--- config.mk ---
export PLATFORM = sky130hd
export DESIGN_NAME = logic_op_identifier
export DESIGN_NICKNAME = d
export VERILOG_FILES = /design/src/rtl/logic_op_identifier.sv
export SDC_FILE = /design/constraint.sdc
export NUM_CORES = 1
export LEC_CHECK = 0
export ABC_AREA = 0
export CORE_UTILIZATION = 43
export CTS_BUF_LIST = sky130_fd_sc_hd__clkbuf_8
export DETAILED_ROUTE_END_ITERATION = 7
export PLACE_DENSITY_LB_ADDON = 0.15
export SYNTH_ARGS = -nofsm -noshare
export SYNTH_HDL_FRONTEND = slang
export SYNTH_SLANG_ARGS = --single-unit
--- constraint.sdc ---
create_clock -name clock -period 2.8 [get_ports clock]
set_clock_uncertainty 0.15 [all_clocks]
set_input_delay 0.42 -clock clock [delete_from_list [all_inputs] [get_ports clock]]
set_output_delay 0.42 -clock clock [all_outputs]
set_load 0.005 [all_outputs]
--- src/rtl/logic_op_identifier.sv ---
// logic_op_identifier: recovers the 2-bit logic-unit control code
// (00 AND, 01 OR, 10 NOR, 11 XOR) from observed (A, B, out) samples.
// Each sample removes the operations it contradicts. The session ends when
// at most one candidate is left or the sample limit is reached.
module logic_op_identifier #(
    parameter int W           = 32,
    parameter int MAX_SAMPLES = 16,
    parameter int CNT_W       = 5
) (
    input  logic             clock,
    input  logic             reset_n,
    input  logic             start,
    input  logic             in_valid,
    output logic             in_ready,
    input  logic [W-1:0]     A,
    input  logic [W-1:0]     B,
    input  logic [W-1:0]     out,
    output logic             done,
    output logic             found,
    output logic [1:0]       control,
    output logic [3:0]       candidates,
    output logic [CNT_W-1:0] sample_count
);

    typedef enum logic [1:0] {
        S_IDLE    = 2'd0,
        S_COLLECT = 2'd1,
        S_DONE    = 2'd2
    } state_t;

    state_t           state_q, state_d;
    logic [3:0]       cand_q, cand_d;
    logic [CNT_W-1:0] cnt_q, cnt_d;
    logic             done_q, done_d;
    logic             found_q, found_d;
    logic [1:0]       ctrl_q, ctrl_d;

    logic [3:0]       match;
    logic [3:0]       mask_new;
    logic             accept;
    logic             last;

    function automatic logic [2:0] popcount4(input logic [3:0] m);
        return 3'(m[0]) + 3'(m[1]) + 3'(m[2]) + 3'(m[3]);
    endfunction

    // Only meaningful for one-hot masks; anything else decodes to 00.
    function automatic logic [1:0] onehot_index(input logic [3:0] m);
        logic [1:0] idx;
        case (m)
            4'b0010: idx = 2'd1;
            4'b0100: idx = 2'd2;
            4'b1000: idx = 2'd3;
            default: idx = 2'd0;
        endcase
        return idx;
    endfunction

    // Per-operation consistency of the current sample and the accept decision.
    // start wins over a simultaneous sample, which is then dropped.
    always_comb begin
        match[0] = ((A & B) == out);
        match[1] = ((A | B) == out);
        match[2] = (~(A | B) == out);
        match[3] = ((A ^ B) == out);
        mask_new = cand_q & match;
        accept   = in_valid && (state_q == S_COLLECT) && !start;
        last     = (popcount4(mask_new) <= 3'd1) ||
                   ((cnt_q + 1'b1) == CNT_W'(MAX_SAMPLES));
    end

    // State register.
    always_ff @(posedge clock or negedge reset_n) begin
        if (!reset_n) begin
            state_q <= S_IDLE;
        end else begin
            state_q <= state_d;
        end
    end

    // Next-state logic.
    always_comb begin
        state_d = state_q;
        case (state_q)
            S_IDLE: begin
                if (start) state_d = S_COLLECT;
            end
            S_COLLECT: begin
                if (start)               state_d = S_COLLECT;
                else if (accept && last) state_d = S_DONE;
            end
            S_DONE: begin
                if (start) state_d = S_COLLECT;
            end
            default: state_d = S_IDLE;
        endcase
    end

    // Output decode from state.
    always_comb begin
        in_ready = (state_q == S_COLLECT);
    end

    // Next values of the session registers.
    // The result fields are computed from the new mask, so they appear on the
    // same edge that accepts the decisive sample.
    always_comb begin
        cand_d  = cand_q;
        cnt_d   = cnt_q;
        done_d  = done_q;
        found_d = found_q;
        ctrl_d  = ctrl_q;
        if (start) begin
            cand_d  = 4'b1111;
            cnt_d   = '0;
            done_d  = 1'b0;
            found_d = 1'b0;
            ctrl_d  = 2'd0;
        end else if (accept) begin
            cand_d = mask_new;
            cnt_d  = cnt_q + 1'b1;
            if (last) begin
                done_d  = 1'b1;
                found_d = (popcount4(mask_new) == 3'd1);
                ctrl_d  = onehot_index(mask_new);
            end
        end
    end

    // Session registers.
    always_ff @(posedge clock or negedge reset_n) begin
        if (!reset_n) begin
            cand_q  <= 4'b1111;
            cnt_q   <= '0;
            done_q  <= 1'b0;
            found_q <= 1'b0;
            ctrl_q  <= 2'd0;
        end else begin
            cand_q  <= cand_d;
            cnt_q   <= cnt_d;
            done_q  <= done_d;
            found_q <= found_d;
            ctrl_q  <= ctrl_d;
        end
    end

    assign candidates   = cand_q;
    assign sample_count = cnt_q;
    assign done         = done_q;
    assign found        = found_q;
    assign control      = ctrl_q;

endmodule

# ---- Word-level counts from Yosys, hierarchy flattened
# Index checks and enable logic that the tools add are counted.
dict set report totals {
  register_bits 15
  inputBits 100
  out_inout_bits 14
  wordCells 58
}
dict set report op_classes {
  add_sub_neg 4
  magnitude_cmp 1
  n_eq_ne 13
  mux 18
  bitwise_logic 5
  reduce_logical 11
}
# cell count
set ops {}
lappend ops {{32-bit equality test} 4}
lappend ops {{32-bit bitwise AND} 1}
lappend ops {{32-bit NOT} 1}
lappend ops {{32-bit bitwise OR} 1}
lappend ops {{32-bit bitwise XOR} 1}
lappend ops {{2-bit two-way mux} 6}
lappend ops {{5-bit two-way mux} 2}
lappend ops {{4-bit two-way mux} 2}
lappend ops {{1-bit two-way mux} 6}
lappend ops {{2-bit case mux with 3 select lines} 1}
lappend ops {{5-bit by 1-bit adder with 5-bit output, second input constant} 1}
lappend ops {{5-bit equality test, second input constant} 1}
lappend ops {{4-bit bitwise AND} 1}
lappend ops {{4-bit by 2-bit equality test with 1-bit output, second input constant} 1}
lappend ops {{4-bit by 3-bit equality test with 1-bit output, second input constant} 1}
lappend ops {{4-bit equality test, second input constant} 1}
lappend ops {{2-bit case mux with 2 select lines} 1}
lappend ops {{2-bit AND reduction} 2}
lappend ops {{2-bit nonzero test} 2}
lappend ops {{2-bit by 1-bit adder with 3-bit output} 1}
lappend ops {{3-bit by 1-bit adder with 3-bit output} 1}
lappend ops {{3-bit by 1-bit equality test with 1-bit output, second input constant} 1}
lappend ops {{3-bit by 1-bit <= comparator with 1-bit output, second input constant} 1}
lappend ops {{1-bit logical AND} 3}
lappend ops {{other kinds (9)} 9}

# ---- Depth between registers and ports, before layout
# Gate-level depths: netlist of the first run.
dict set report depth {
  ltp_word 13
  ltp_mapped 16
  ltp_nobuf 16
}

# ---- Least setup slack after synthesis of the first run
# Ideal clock, no wire load.
dict set report synth_timing {
  path_type {in2reg}
  startpoint {in A[20]}
  endpoint {reg ctrl_q[0] (netlist: control[0])}
  setup_time_ps 76
  t_arrival_ps 3333
  required_ps 2574
  slack_ps -759
  path_stages 16
  path_buffers 0
  path_cell_list {inv_1 -> ha_1 -> xnor2_2 -> or4_1 -> nor3b_1 -> and4_1 -> inv_1 -> ha_1 -> ha_1 -> ha_1 -> inv_1 -> ha_1 -> a31o_2 -> nand2_1 -> or3_1 -> o21ai_1}
}
dict set report synth_via {
  elab_chain_cells 10
  word_cells_on_any_way 23
  cone_classes {add/sub: 3; order compare: 1; eq/ne: 7; mux: 4; bitwise: 5; reduce/logical: 3}
}
# item line_no
set synth_rtl {}
lappend synth_rtl {{from (decl)} 15} ;# input logic [W-1:0] A,
lappend synth_rtl {{32-bit bitwise AND or 32-bit bitwise OR (tied branches)} {62, 63, 64}}
lappend synth_rtl {{32-bit equality test, or another cell as far along} 62} ;# match[0] = ((A & B) == out);
lappend synth_rtl {{4-bit bitwise AND *} 66} ;# mask_new = cand_q & match;
lappend synth_rtl {{1-bit by 1-bit adder with 2-bit output or 4-bit bitwise AND (tied branches)} {44, 66}}
lappend synth_rtl {{2-bit by 1-bit adder with 3-bit output} 44} ;# return 3'(m[0]) + 3'(m[1]) + 3'(m[2]) + 3'(m[3]);
lappend synth_rtl {{3-bit by 1-bit adder with 3-bit output} 44}
lappend synth_rtl {{3-bit by 1-bit <= comparator with 1-bit output} 68} ;# last = (popcount4(mask_new) <= 3'd1) ||
lappend synth_rtl {{1-bit logical OR} 68}
lappend synth_rtl {{2-bit nonzero test (no line)} -}
lappend synth_rtl {{2-bit AND reduction (no line)} -}
lappend synth_rtl {{to (signal assigned)} 143} ;# ctrl_q <= ctrl_d;
lappend synth_rtl {{to (decl)} 36} ;# logic [1:0] ctrl_q, ctrl_d;
# Every way passes the cells marked *; elsewhere a longest branch is shown, timed or not. The select of a mux whose other input is x is not followed.
# A chain may end at the register's enable or synchronous reset.

# ---- Worst setup path after layout of the first run
dict set report layout_timing {
  startpoint {in A[28]}
  endpoint {reg ctrl_q[0] (netlist: control[0])}
}
# The elaborated chain is that of the path after synthesis.

==> results.tsv, run 1 <==
stage	metric	value	unit
min_path	hp-class	flip-flop to flip-flop	
finish	layout_commonest_cell	buf_4	
die	io_pins	114	
pwr	ir_drop	0.156	mV
logic_synthesis	synth_edf_count	0	
finish	nets	781	
finish	antenna_cells	0	
logic_synthesis	synth_largest_area_cell	ha_1	
sta	hold_viol	0	
placement	port_buffers	113	
cts	cts_tree	yes	
global_routing	grt_pass1_vias	4080	
finish	fin_area	6310	sq um
sta	fmax	0.300	GHz
global_routing	grt.total_usage	31.4	%
sta	slew_headroom	54.7	%
logic_synthesis	netlist_top_cells_area	ha_1, xor2_1, xnor2_1, dfrtp_1, inv_1	
critical_path	path_max_fanout	4	
global_routing	grt_max_degree	16	
critical_path	timing.rr.end	control[0]	
die	start_util	44.5	%
finish	instances_no_fill	709	
cts	clk_pin_slew_worst_paths	0.06	ns
cts	cts_hold_buf	0	
routing	vias_per_cell	5.32	
global_routing	antenna_found_initial	0	
sta	post-route-period-util	119	%
critical_path	cp-end-kind	flip-flop	
min_path	worstHoldStart	state_q[1]	
finish	mostFrequentLayoutCells	buf_4, inv_2, ha_4, dlygate4sd2_1	
run_status	status	finished with violations	
critical_path	critPathRequiredTime	2.84	ns
placement	dp_hpwl	8.61	mm
die	die_w	88.4	um
critical_path	reg2reg_slack	0.14	ns
logic_synthesis	syn_inst	380	
die	core_area	7210	sq um
cts	clk_latency	0.26	ns
die	dieArea	7810	sq um
critical_path	startpoint	A[28]	
finish	syn2layout_area_growth	96.8	%
finish	post-route-util	87.5	%
logic_synthesis	yosysSeqAreaShare	11.9	%
cts	clkSinkCount	15	
die	die_h	88.4	um
placement	dp.cells	690	
sta	setup_viol	6	
placement	dp_slack	-1.36	ns
pwr	cellPowerDensity	225	nW/um^2
critical_path	worstReg2RegStart	candidates[1]	
logic_synthesis	async_flop_share	100	%
routing	drt_iter0_drc	229	
sta	fin_crit	3.33	ns
routing	wire_per_inst	19.5	um
logic_synthesis	ys_warn_count	0	
routing	firstDrtPassIters	4	
pwr	p_leak	2.92	nW
logic_synthesis	syn_avg_cell_area	8.44	sq um
min_path	worstHoldPathCells	1	
cts	cts_buffers	3	
sta	setup_ws	-0.530	ns
global_routing	grt_pass1_wl	18.7	mm
pwr	power	1.42	mW
critical_path	crit_path_start_kind	input pin	
die	num_rows	31	
job	drv_cap	0	
cts	clock-root-buffer	clkbuf_8	
sta	final-max-slew-violation-count	0	
finish	layout-drive-gt1-share	54.3	%
logic_synthesis	synth_cell_type_count	36	
sta	rsz0062_at_grt	true	
global_routing	grt_overflow	0	
logic_synthesis	synth_seq_cells	15	
run_status	violations	negative setup slack	
routing	wirelength	13.8	mm
cts	cts_buffer_depth	2	
logic_synthesis	synth_nets	550	
placement	postPlaceCellArea	5280	sq um
logic_synthesis	syn_area	3210	sq um
critical_path	critPathArrivalTime	3.37	ns
critical_path	rr_worst_depth	12	
routing	final_antenna_net_count	0	
logic_synthesis	synth_top_area_share	27.3	%
routing	vias	3773	
placement	gp_congestion	0.915	
min_path	whs_endpoint	state_q[0]	
critical_path	critical_path_class	input pin to flip-flop	
routing	remaining_drc_errors	0	
cts	htreeDepth	1	
logic_synthesis	ys.flop_type	dfrtp_1	
sta	worst_pin_slew	0.677	ns
[power by group]
| group | total, mW | switching (mW) | internal, mW |
|---|---|---|---|
| registers | 0.249 | 0.0154 | 0.233 |
| clock network | 0.183 | 0.0846 | 0.0989 |
| logic | 0.985 | 0.473 | 0.512 |
[worst max path at each step]
stage,cells past startpoint,end,slack [ns]
global route,17,control[0],-0.71
detailed placement,17,control[0],-1.36
finish,17,control[0],-0.53
floorplan,16,control[0],-0.64
CTS,17,control[0],-0.42
global placement,17,control[0],-1.33
[sequential cells by signal, summed over array words and instances, names as in the netlist]
register,cells
control,2
sample_count,5
candidates,4
state_q,2
found,1
done,1
[logic make-up (layout without fill, tap and decap cells)]
| kind of cell | count (synthesis) | count (layout) | synth area share [%] |
|---|---|---|---|
| and+or+nand+nor | 104 | 104 | 19.9 |
| xor gates and xnor gates | 101 | 101 | 28.8 |
| buffers and inverters | 73 | 303 | 8.78 |
| adders and majority gates | 70 | 70 | 27.3 |
| AOI/OAI and AO/OA | 17 | 17 | 3.39 |
| DFF | 15 | 15 | 11.9 |
[cell usage after synthesis (5+ instances only)]
master   instances
a21oi_1          7
dfrtp_1         11
ha_1            70
inv_1           71
nand2_1         12
nand3_1         10
nand4_1         18
nor2_1          13
nor4_1          23
xnor2_1         40
xnor2_2          5
xor2_1          56
[stage by stage]
stage          TNS (ns)  hold WS [ns]
6_report          -2.78         0.363
3_3_place_gp      -7.95         0.304
5_1_grt           -3.65         0.378
4_1_cts           -2.21         0.349
2_1_floorplan     -3.05       -0.0256
3_5_place_dp      -8.24         0.321
[worst max-delay path, stage by stage]
cell and delay [ns]:
clkdlybuf4s15_2 0.20, inv_1 0.08, ha_2 0.29, xnor2_1 0.24, buf_4 0.18, and4_1 0.21
nand3_1 0.12, or3_4 0.41, inv_4 0.07, ha_4 0.20, ha_4 0.16, inv_2 0.06
ha_4 0.12, a31o_4 0.12, nand2_4 0.06, or3_1 0.31, o21ai_1 0.11
[area by class of cell]
type,count,area [sq um]
clock buffer,3,41.3
clock inverter,1,5.00
fill,351,903
inverter,71,294
multi-input combinational,292,3610
sequential,15,380
tap,99,124
timing repair buffer,228,1850
[per-layer routing]
layer	global-route usage, %	wire (um)	up-vias
met5	0	0	-
met4	13.6	901	0
met3	4.94	834	74
met2	61.5	7250	206
met1	32.7	4810	1806
li1	-	-	1687
[what timing repair did]
action	4_1_cts	5_1_grt
setup buffers	11	4
resized for setup	299	115
cloned	0	0
pin swaps	70	50
endpoints found under the setup margin	6	6
Power figures use the tool's default switching activity.
==> run 2: changes to the inputs <==
Settings changed: REMOVE_ABC_BUFFERS from default to 1.
==> results.tsv, run 2 (synthesis gave the netlist of run 1 again) <==
stage	metric	value	unit	change
run_status	status	finished with violations		
run_status	violations	negative setup slack		
critical_path	critPathRequiredTime	2.81	ns	-0.03 ns
cts	cts_buffers	3		unchanged
die	num_rows	31		unchanged
finish	ff_latch_area	380	sq um	unchanged
finish	nets	779		-0.26%
sta	hold_viol	0		unchanged
sta	hold_ws	0.339	ns	-0.0235 ns
finish	layout-drive-gt1-share	48.5	%	-5.7 points
sta	setup_ws	-0.699	ns	-0.169 ns
cts	clkSinkCount	15		unchanged
finish	multi_input_area	3270	sq um	-9.4%
finish	largest_reg_flops	5		unchanged
global_routing	grt_pass1_vias	3717		-8.9%
finish	layout_commonest_cell	buf_4		
sta	setup_viol	6		unchanged
cts	cts_buffer_depth	2		unchanged
cts	cts_hold_buf	0		unchanged
global_routing	grt.total_usage	27.7	%	-3.7 points
routing	vias	3567		-5.5%
finish	fill_cells	433		+23%
die	die_w	88.4	um	unchanged
routing	drt_iter0_drc	115		-50%
critical_path	crit_path_start_kind	input pin		
finish	instances_no_fill	707		-0.28%
critical_path	critical_path_class	input pin to flip-flop		
routing	firstDrtPassIters	4		unchanged
sta	post-route-period-util	125	%	+6.0 points
placement	gp_congestion	0.854		-6.7%
global_routing	grt_pass1_wl	16.7	mm	-10%
die	die_h	88.4	um	unchanged
die	core_area	7210	sq um	unchanged
die	start_util	44.5	%	unchanged
routing	remaining_drc_errors	0		unchanged
routing	wirelength	10.9	mm	-21%
cts	clk_pin_slew_worst_paths	0.06	ns	about the same
critical_path	rr_worst_depth	12		unchanged
min_path	hp-class	flip-flop to flip-flop		
cts	htreeDepth	1		unchanged
critical_path	timing.rr.end	control[0]		
finish	post-route-util	82.5	%	-5.0 points
critical_path	worstReg2RegStart	candidates[1]		
finish	mostFrequentLayoutCells	buf_4, inv_1, dlygate4sd2_1		
critical_path	reg2reg_slack	-0.09	ns	-0.23 ns
min_path	whs_endpoint	state_q[0]		
finish	antenna_cells	0		unchanged
global_routing	grt_overflow	0		unchanged
sta	fmax	0.286	GHz	-4.8%
routing	wire_per_inst	15.4	um	-21%
critical_path	path_max_fanout	3		-1
placement	dp.cells	680		-1.4%
placement	port_buffers	113		unchanged
cts	clock-root-buffer	clkbuf_8		
sta	final-max-slew-violation-count	0		unchanged
critical_path	cp-end-kind	flip-flop		
min_path	worstHoldStart	state_q[1]		
die	dieArea	7810	sq um	unchanged
sta	fin_crit	3.50	ns	+0.169 ns
placement	dp_hpwl	8.51	mm	-1.1%
routing	final_antenna_net_count	0		unchanged
die	io_pins	114		unchanged
pwr	ir_drop	0.181	mV	+17%
sta	rsz0062_at_grt	true		
placement	dp_slack	-1.35	ns	+0.0162 ns
job	drv_cap	0		unchanged
pwr	p_leak	2.85	nW	-2.7%
critical_path	startpoint	out[24]		
min_path	worstHoldPathCells	1		unchanged
routing	vias_per_cell	5.05		-5.2%
sta	slew_headroom	55.9	%	+1.2 points
cts	cts_tree	yes		
sta	worst_pin_slew	0.659	ns	-0.0179 ns
global_routing	grt_max_degree	16		unchanged
cts	clk_latency	0.24	ns	-0.02 ns
critical_path	critPathArrivalTime	3.51	ns	+0.14 ns
finish	syn2layout_area_growth	85.6	%	
global_routing	antenna_found_initial	0		unchanged
pwr	cellPowerDensity	216	nW/um^2	-3.6%
==> run 2: changes by cell type in the layout (fill, tap and decap cells not counted), sizes merged <==
cell	before	now
buf	134	122
clkbuf	22	27
clkdlybuf4s50	17	20
clkinv	1	0
dlygate4sd2	32	35
dlymetal6s2s	5	4
inv	71	72
==> run 2: worst max-delay path by stage <==
stage | to | depth (start not counted) | slack [ns]
finish | control[0] | 15 | -0.70
global route | control[0] | 15 | -0.79
CTS | control[1] | 17 | -0.53
detailed placement | control[1] | 17 | -1.35
global placement | control[0] | 17 | -1.26
floorplan | control[0] | 16 | -0.77
==> run 2: final cells by class <==
class / instances / share of cell area (%)
tap: 99 / 2.08
multi-input combinational: 292 / 55.0
timing repair buffer: 226 / 31.2
inverter: 71 / 4.60
sequential: 15 / 6.39
clock inverter: 1 / 0.0631
clock buffer: 3 / 0.694
==> run 2: per-stage QoR <==
stage          cell area (sq um)  power (mW)  setup TNS [ns]
2_1_floorplan               3190       0.546           -3.64
3_3_place_gp                5120       0.959           -7.55
3_5_place_dp                5120       0.976           -8.23
4_1_cts                     5820        1.23           -2.94
5_1_grt                     5950        1.37           -4.37
6_report                    5950        1.29           -3.81
==> run 2: per-layer routing <==
layer,wire length (um),vias up,global-route usage (%)
met2,5990,118,55.9
met4,364,0,7.92
met1,4080,1705,30.7
li1,-,1708,-
met5,0,-,0
met3,435,36,1.87
==> run 2: worst max-delay path, stage by stage <==
cell and delay, ns:
clkdlybuf4s50_1 0.51, buf_4 0.19, xnor2_2 0.16, nor3_1 0.27
and4_1 0.28, inv_1 0.06, ha_1 0.29, ha_1 0.28
ha_2 0.18, inv_2 0.06, ha_4 0.12, a31o_4 0.11
nand2_4 0.06, or3_1 0.35, o21ai_1 0.16
==> run 2: timing repair <==
item,in CTS,in global routing
setup buffers,16,7
pin swaps,70,39
setup endpoints to repair,7,6
gates resized for setup,279,79
==> run 2: where the power goes <==
group,internal (mW),total (mW),switching (mW)
clock,0.0968,0.168,0.0711
sequential,0.233,0.246,0.0131
combinational,0.473,0.874,0.401
